===== config.mk =====
export PLATFORM = sky130hd
export DESIGN_NAME = design67_15_45_top
export DESIGN_NICKNAME = d
export VERILOG_FILES = /design/src/rtl/design67_15_45_top.sv
export SDC_FILE = /design/constraint.sdc
export NUM_CORES = 1
export LEC_CHECK = 0
export ABC_AREA = 1
export ABC_CLOCK_PERIOD_IN_PS = 3700
export CORE_ASPECT_RATIO = 1.75
export CORE_UTILIZATION = 55
export DETAILED_ROUTE_END_ITERATION = 7
export PLACE_DENSITY = 0.77
export SYNTH_ARGS = -nofsm -noshare
export SYNTH_HDL_FRONTEND = slang
export SYNTH_SLANG_ARGS = --single-unit

===== constraint.sdc =====
create_clock -name clk -period 3.7 [get_ports clk]
set_clock_uncertainty 0.1 [all_clocks]
set_input_delay 0.37 -clock clk [delete_from_list [all_inputs] [get_ports clk]]
set_output_delay 0.37 -clock clk [all_outputs]
set_load 0.1 [all_outputs]

===== src/rtl/design67_15_45_top.sv =====
// Capture / accumulate / rotate-XOR pipeline: out is ROTL(r1, r1[4:0]) ^ acc, registered.
// Two-edge latency from in to out; all state clears asynchronously on rst low.
module design67_15_45_top (
    input  logic        clk,
    input  logic        rst,
    input  logic [31:0] in,
    output logic [31:0] out
);

    logic [31:0] r1_q, r1_d;
    logic [31:0] acc_q, acc_d;
    logic [31:0] outr_q, outr_d;
    logic [4:0]  rot_amt;
    logic [63:0] rot_dbl;
    logic [31:0] rot_val;

    // Shifting a doubled copy gives the circular rotate without a mux tree per amount.
    always_comb begin
        rot_amt = r1_q[4:0];
        rot_dbl = {r1_q, r1_q} << rot_amt;
        rot_val = rot_dbl[63:32];
    end

    always_comb begin
        r1_d   = in;
        acc_d  = acc_q + r1_q;
        outr_d = rot_val ^ acc_q;
    end

    always_ff @(posedge clk or negedge rst) begin
        if (!rst) begin
            r1_q   <= 32'h0;
            acc_q  <= 32'h0;
            outr_q <= 32'h0;
        end else begin
            r1_q   <= r1_d;
            acc_q  <= acc_d;
            outr_q <= outr_d;
        end
    end

    assign out = outr_q;

endmodule


* Yosys cells after proc, flatten, opt, wreduce, memory -nomap -nowiden
Index checks and enable logic that the tools add are counted.
Cells by class: $add $sub $neg 1, shift operators 1, bitwise operators 1
Operators with widths (number):
- left shift 64 x 5 -> 64 bit | 1
- adder 32 bit | 1
- bitwise XOR 32 bit | 1
Word-level totals: register bits after elaboration 96, logic and storage cells 6

* Longest topological paths before layout
depth in word-level cells 2, depth in mapped cells 12, mapped depth without buffers 11

* Least setup slack after synthesis
OpenSTA, ideal clock, no wires.
path type register to register, from register r1_q[0], to register acc_q[28], library setup time 0.117 ns, data arrival time 1.636 ns, data required time 3.483 ns, setup slack 1.848 ns, stages on the path, launching flop included 11, path buffers 0, clock period less this slack 1.852 ns, path through dfrtp_1 > ha_1 > fa_1 > nand3_1 > nand3_1 > nand3_1 > nand3b_1 > nand2_1 > nand2_1 > nand2_1 > nand2_1
Between the ends: word-level cells in the longest chain between the ends 1
RTL lines:
- from (decl) | line 10 | logic [31:0] r1_q, r1_d;
- from (signal assigned) | line 36 | r1_q <= r1_d;
- adder 32 bit | line 26 | acc_d = acc_q + r1_q;
- via acc_d[28] | line 11 | logic [31:0] acc_q, acc_d;
- to (signal assigned) | line 33 | acc_q <= 32'h0;
- to (signal assigned) | line 37 | acc_q <= acc_d;
- to (decl) | line 11
The timed path passes the listed nets, and every way through them passes these cells.

* Worst setup path in the final report
from register outr_q[3] (netlist: out[3]), to output port out[3]
RTL lines:
- from (decl) | line 12 | logic [31:0] outr_q, outr_d;
- from (signal assigned) | line 38 | outr_q <= outr_d;
- to (decl) | line 7 | output logic [31:0] out
No word-level cell between the ends.

==> reports/qor_table.md <==
| Group | Result | Value |
|:---|:---|:---|
| critical path | Total buffers and inverters traversed by the critical path | 1 |
| final layout | Most common cell after layout, fill and taps aside | sky130_fd_sc_hd__nand2_1 |
| sta | Normalized max-slew margin | 16.3% |
| critical path | Critical Setup Path Class | reg -> out |
| placed design | Detailed Place HPWL | 19200 um |
| global routing | Antenna violations before repair | 0 |
| sta | Peak Freq | 389 MHz |
| synthesis | Share of synthesized registers carrying an async set or reset | 100% |
| route | Number of iterations in the first detailed-routing pass | 6 |
| critical path | Slowest-stage cell, CP | sky130_fd_sc_hd__clkdlybuf4s50_1 |
| clocking | TritonCTS buffer count | 9 |
| route | Starting DRC count in detailed routing | 585 |
| final layout | Non-filler cells, final | 1349 |
| clocking | Hold-fix buffers, CTS | 1 |
| global routing | Residual overflow from global routing | 0 |
| final layout | Final Instance Area | 0.00833 mm2 |
| global routing | Maximum number of pins on one net before global-route repair | 48 |
| global routing | Via count of the first global-routing pass | 7506 |
| final layout | Commonest cells after routing, fill and taps aside | 391 x sky130_fd_sc_hd__nand2_1, 319 x sky130_fd_sc_hd__nand3_1, 125 x sky130_fd_sc_hd__inv_1, 96 x sky130_fd_sc_hd__dfrtp_1, 64 x sky130_fd_sc_hd__clkdlybuf4s50_1 |
| final layout | Area growth from synthesis to layout | 13.9% |
| final layout | Number of nets in the layout | 1240 |
| critical path | Critical-path maximum fanout | 1 |
| sta | Worst Hold Slack | 0.350 ns |
| sta | RSZ-0062 raised after global routing | false |
| clocking | Post-CTS sizing | 0 |
| placed design | Count of buffers inserted at the top-level ports | 65 |
| clocking | Largest buffer count on any clock path | 2 |
| placed design | Post-place instance area | 0.00802 mm2 |
| placed design | Setup slack after placement | 1.47 ns |
| clocking | Insertion delay to the later sink of the worst-skew pair | 0.35 ns |
| clocking | CTS root buf | sky130_fd_sc_hd__clkbuf_16 |
| synthesis | Warnings from Yosys | 0 |
| die | Die span in x | 89.2 um |
| sta | Number of endpoints failing setup at the final stage | 0 |
| worst hold path | Class of the tightest hold or removal check | in -> reg |
| die | Overall die area | 0.0138 mm2 |
| die | Initial Utilization | 56.5% |
| synthesis | Mapped Cells | 1126 |
| pwr | Static Leak | 4.53 nW |
| synthesis | Total of flip-flops plus latches after synthesis | 96 |
| die | Rows | 55 |
| sta | Final hold viol count | 0 |
| route | Sum of routed wire length over all layers | 24100 um |
| clocking | CTS tree | yes |
| route | Vias per cell | 5.75 |
| synthesis | Per-instance average area after synthesis | 6.49 um2 |
| sta | Period Utilization, post-route | 69.4% |
| die | Total core area | 0.0129 mm2 |
| route | Via Count | 7758 |
| run status | Result of the run | finished, final reports clean |
| sta | Slew Viols, Final | 0 |
| placed design | Placer congestion estimate | 0.990 |
| route | Routed wirelength normalized by instance count | 17.9 um |
| sta | Setup TNS after final layout | 0 ns |
| die | Y dimension of the die | 155 um |
| critical path | Nature of the critical path startpoint | flop |
| route | Drc violations | 0 |
| pwr | Worst vdd rail ir drop | 0.501 mV |
| critical path | Kind of cell with the highest combined delay on the critical path | buffers and inverters |
| critical path | Crit path capture type | output port |
| global routing | Global router's overall resource usage | 37.4% |
| synthesis | Distinct cells, synth | 28 |
| run | Max_cap viols | 0 |
| final layout | Final antenna diode count | 0 |
| sta | Final worst slack | 1.13 ns |
| synthesis | Post-Syn Area | 0.00731 mm2 |
| clocking | Number of buffers inserted by post-CTS setup repair | 0 |
| synthesis | Most frequently used flop master after synthesis | sky130_fd_sc_hd__dfrtp_1 |
| final layout | Filler instances | 1274 |
| pwr | Overall power | 7.09 mW |
| route | Number of nets with antenna violations after detailed routing | 0 |
| synthesis | Part of the Yosys area used for sequential elements | 32.8% |
| global routing | Wire length of the first global-routing pass | 37800 um |
| critical path | Crit-path max cell delay | 1.20 ns |
| critical path | Sequence of cells on the critical path | clkdlybuf4s50_1 |
| synthesis | Synth Net Count | 1192 |
| sta | Post-layout min period | 2.57 ns |
| die | Number of top-level design ports | 66 |
| synthesis | Number of synthesized flops with an enable pin | 0 |
| clocking | Count of clock tree sinks | 96 |
| critical path | Req. time, crit path | 3.23 ns |
| pwr | Ratio of total power to cell area | 851 mW/mm2 |
| final layout | Layout cell share with drive strength beyond 1 | 3.90% |
| sta | Slew at the pin closest to its max-slew limit | 1.25 ns |
| clocking | H-tree levels | 3 |
| final layout | Finished Core Util | 64.4% |
| clocking | Clock input transition at the sequential cells of the worst setup and hold paths | 0.07 ns |
| critical path | Signal arrival time at the worst endpoint | 2.10 ns |
| placed design | Inst Count DP | 1333 |
-- synth_stat cells (6+ instances only) --
| master | count | share of area (%) |
|---|---|---|
| sky130_fd_sc_hd__nand2_1 | 391 | 20 |
| sky130_fd_sc_hd__nand3_1 | 319 | 22 |
| sky130_fd_sc_hd__inv_1 | 125 | 6.4 |
| sky130_fd_sc_hd__dfrtp_1 | 96 | 33 |
| sky130_fd_sc_hd__nor2_1 | 43 | 2.2 |
| sky130_fd_sc_hd__ha_1 | 31 | 5.3 |
| sky130_fd_sc_hd__a21oi_1 | 20 | 1.4 |
| sky130_fd_sc_hd__buf_2 | 20 | 1.4 |
| sky130_fd_sc_hd__xor2_1 | 15 | 1.8 |
| sky130_fd_sc_hd__nand3_2 | 14 | 1.9 |
| sky130_fd_sc_hd__nand2_2 | 6 | 0.51 |
| sky130_fd_sc_hd__o21bai_1 | 6 | 0.62 |
-- registers in the layout, summed over array words and instances (netlist names) --
signal,cells
acc_q,32
out,32
r1_q,32
-- area by class of cell --
class	instances	area (um2)	share of cell area (%)
tap	171	214	2.57
multi-input combinational	864	4210	50.6
timing repair buffer	74	718	8.62
sequential	96	2400	28.8
inverter	129	487	5.84
clock inverter	5	66.3	0.796
clock buffer	10	229	2.75
-- layer usage --
layer | GRT usage [%] | vias up | wire, um
li1 | - | 3753 | -
met1 | 40.2 | 3566 | 8560
met2 | 62.1 | 315 | 12000
met3 | 6.67 | 124 | 1260
met4 | 30.9 | 0 | 2270
met5 | 0 | - | 0
-- path summary, 6_finish.rpt --
kind | endpoint | cells after the start | from | slack (ns)
worst max-delay path | out[3] | 1 | out[3] | 1.13
worst min-delay path | r1_q[7] | 1 | in[7] | 0.35
worst max register to register | out[16] | 11 | r1_q[0] | 1.40
worst min register to register | acc_q[0] | 1 | r1_q[0] | 0.42
max in group asynchronous | out[26] | 3 | rst | 2.21
min in group asynchronous | acc_q[1] | 2 | rst | 0.43
-- cell families (layout without fill, tap and decap cells) --
group / after synthesis / in the layout / share of synthesized area, %
xor+xnor: 16 / 16 / 1.92
buf+inv: 166 / 218 / 9.56
simple gates: 784 / 784 / 47.5
flops: 96 / 96 / 32.8
fa+ha+maj: 32 / 32 / 5.58
compound gates: 32 / 32 / 2.60
-- report_power, final --
part           switching (mW)  internal [mW]  total, mW
sequential              0.397           1.43       1.83
clock                   0.441          0.530      0.971
combinational            3.08           1.21       4.29
(Power assumes the default switching activity.)
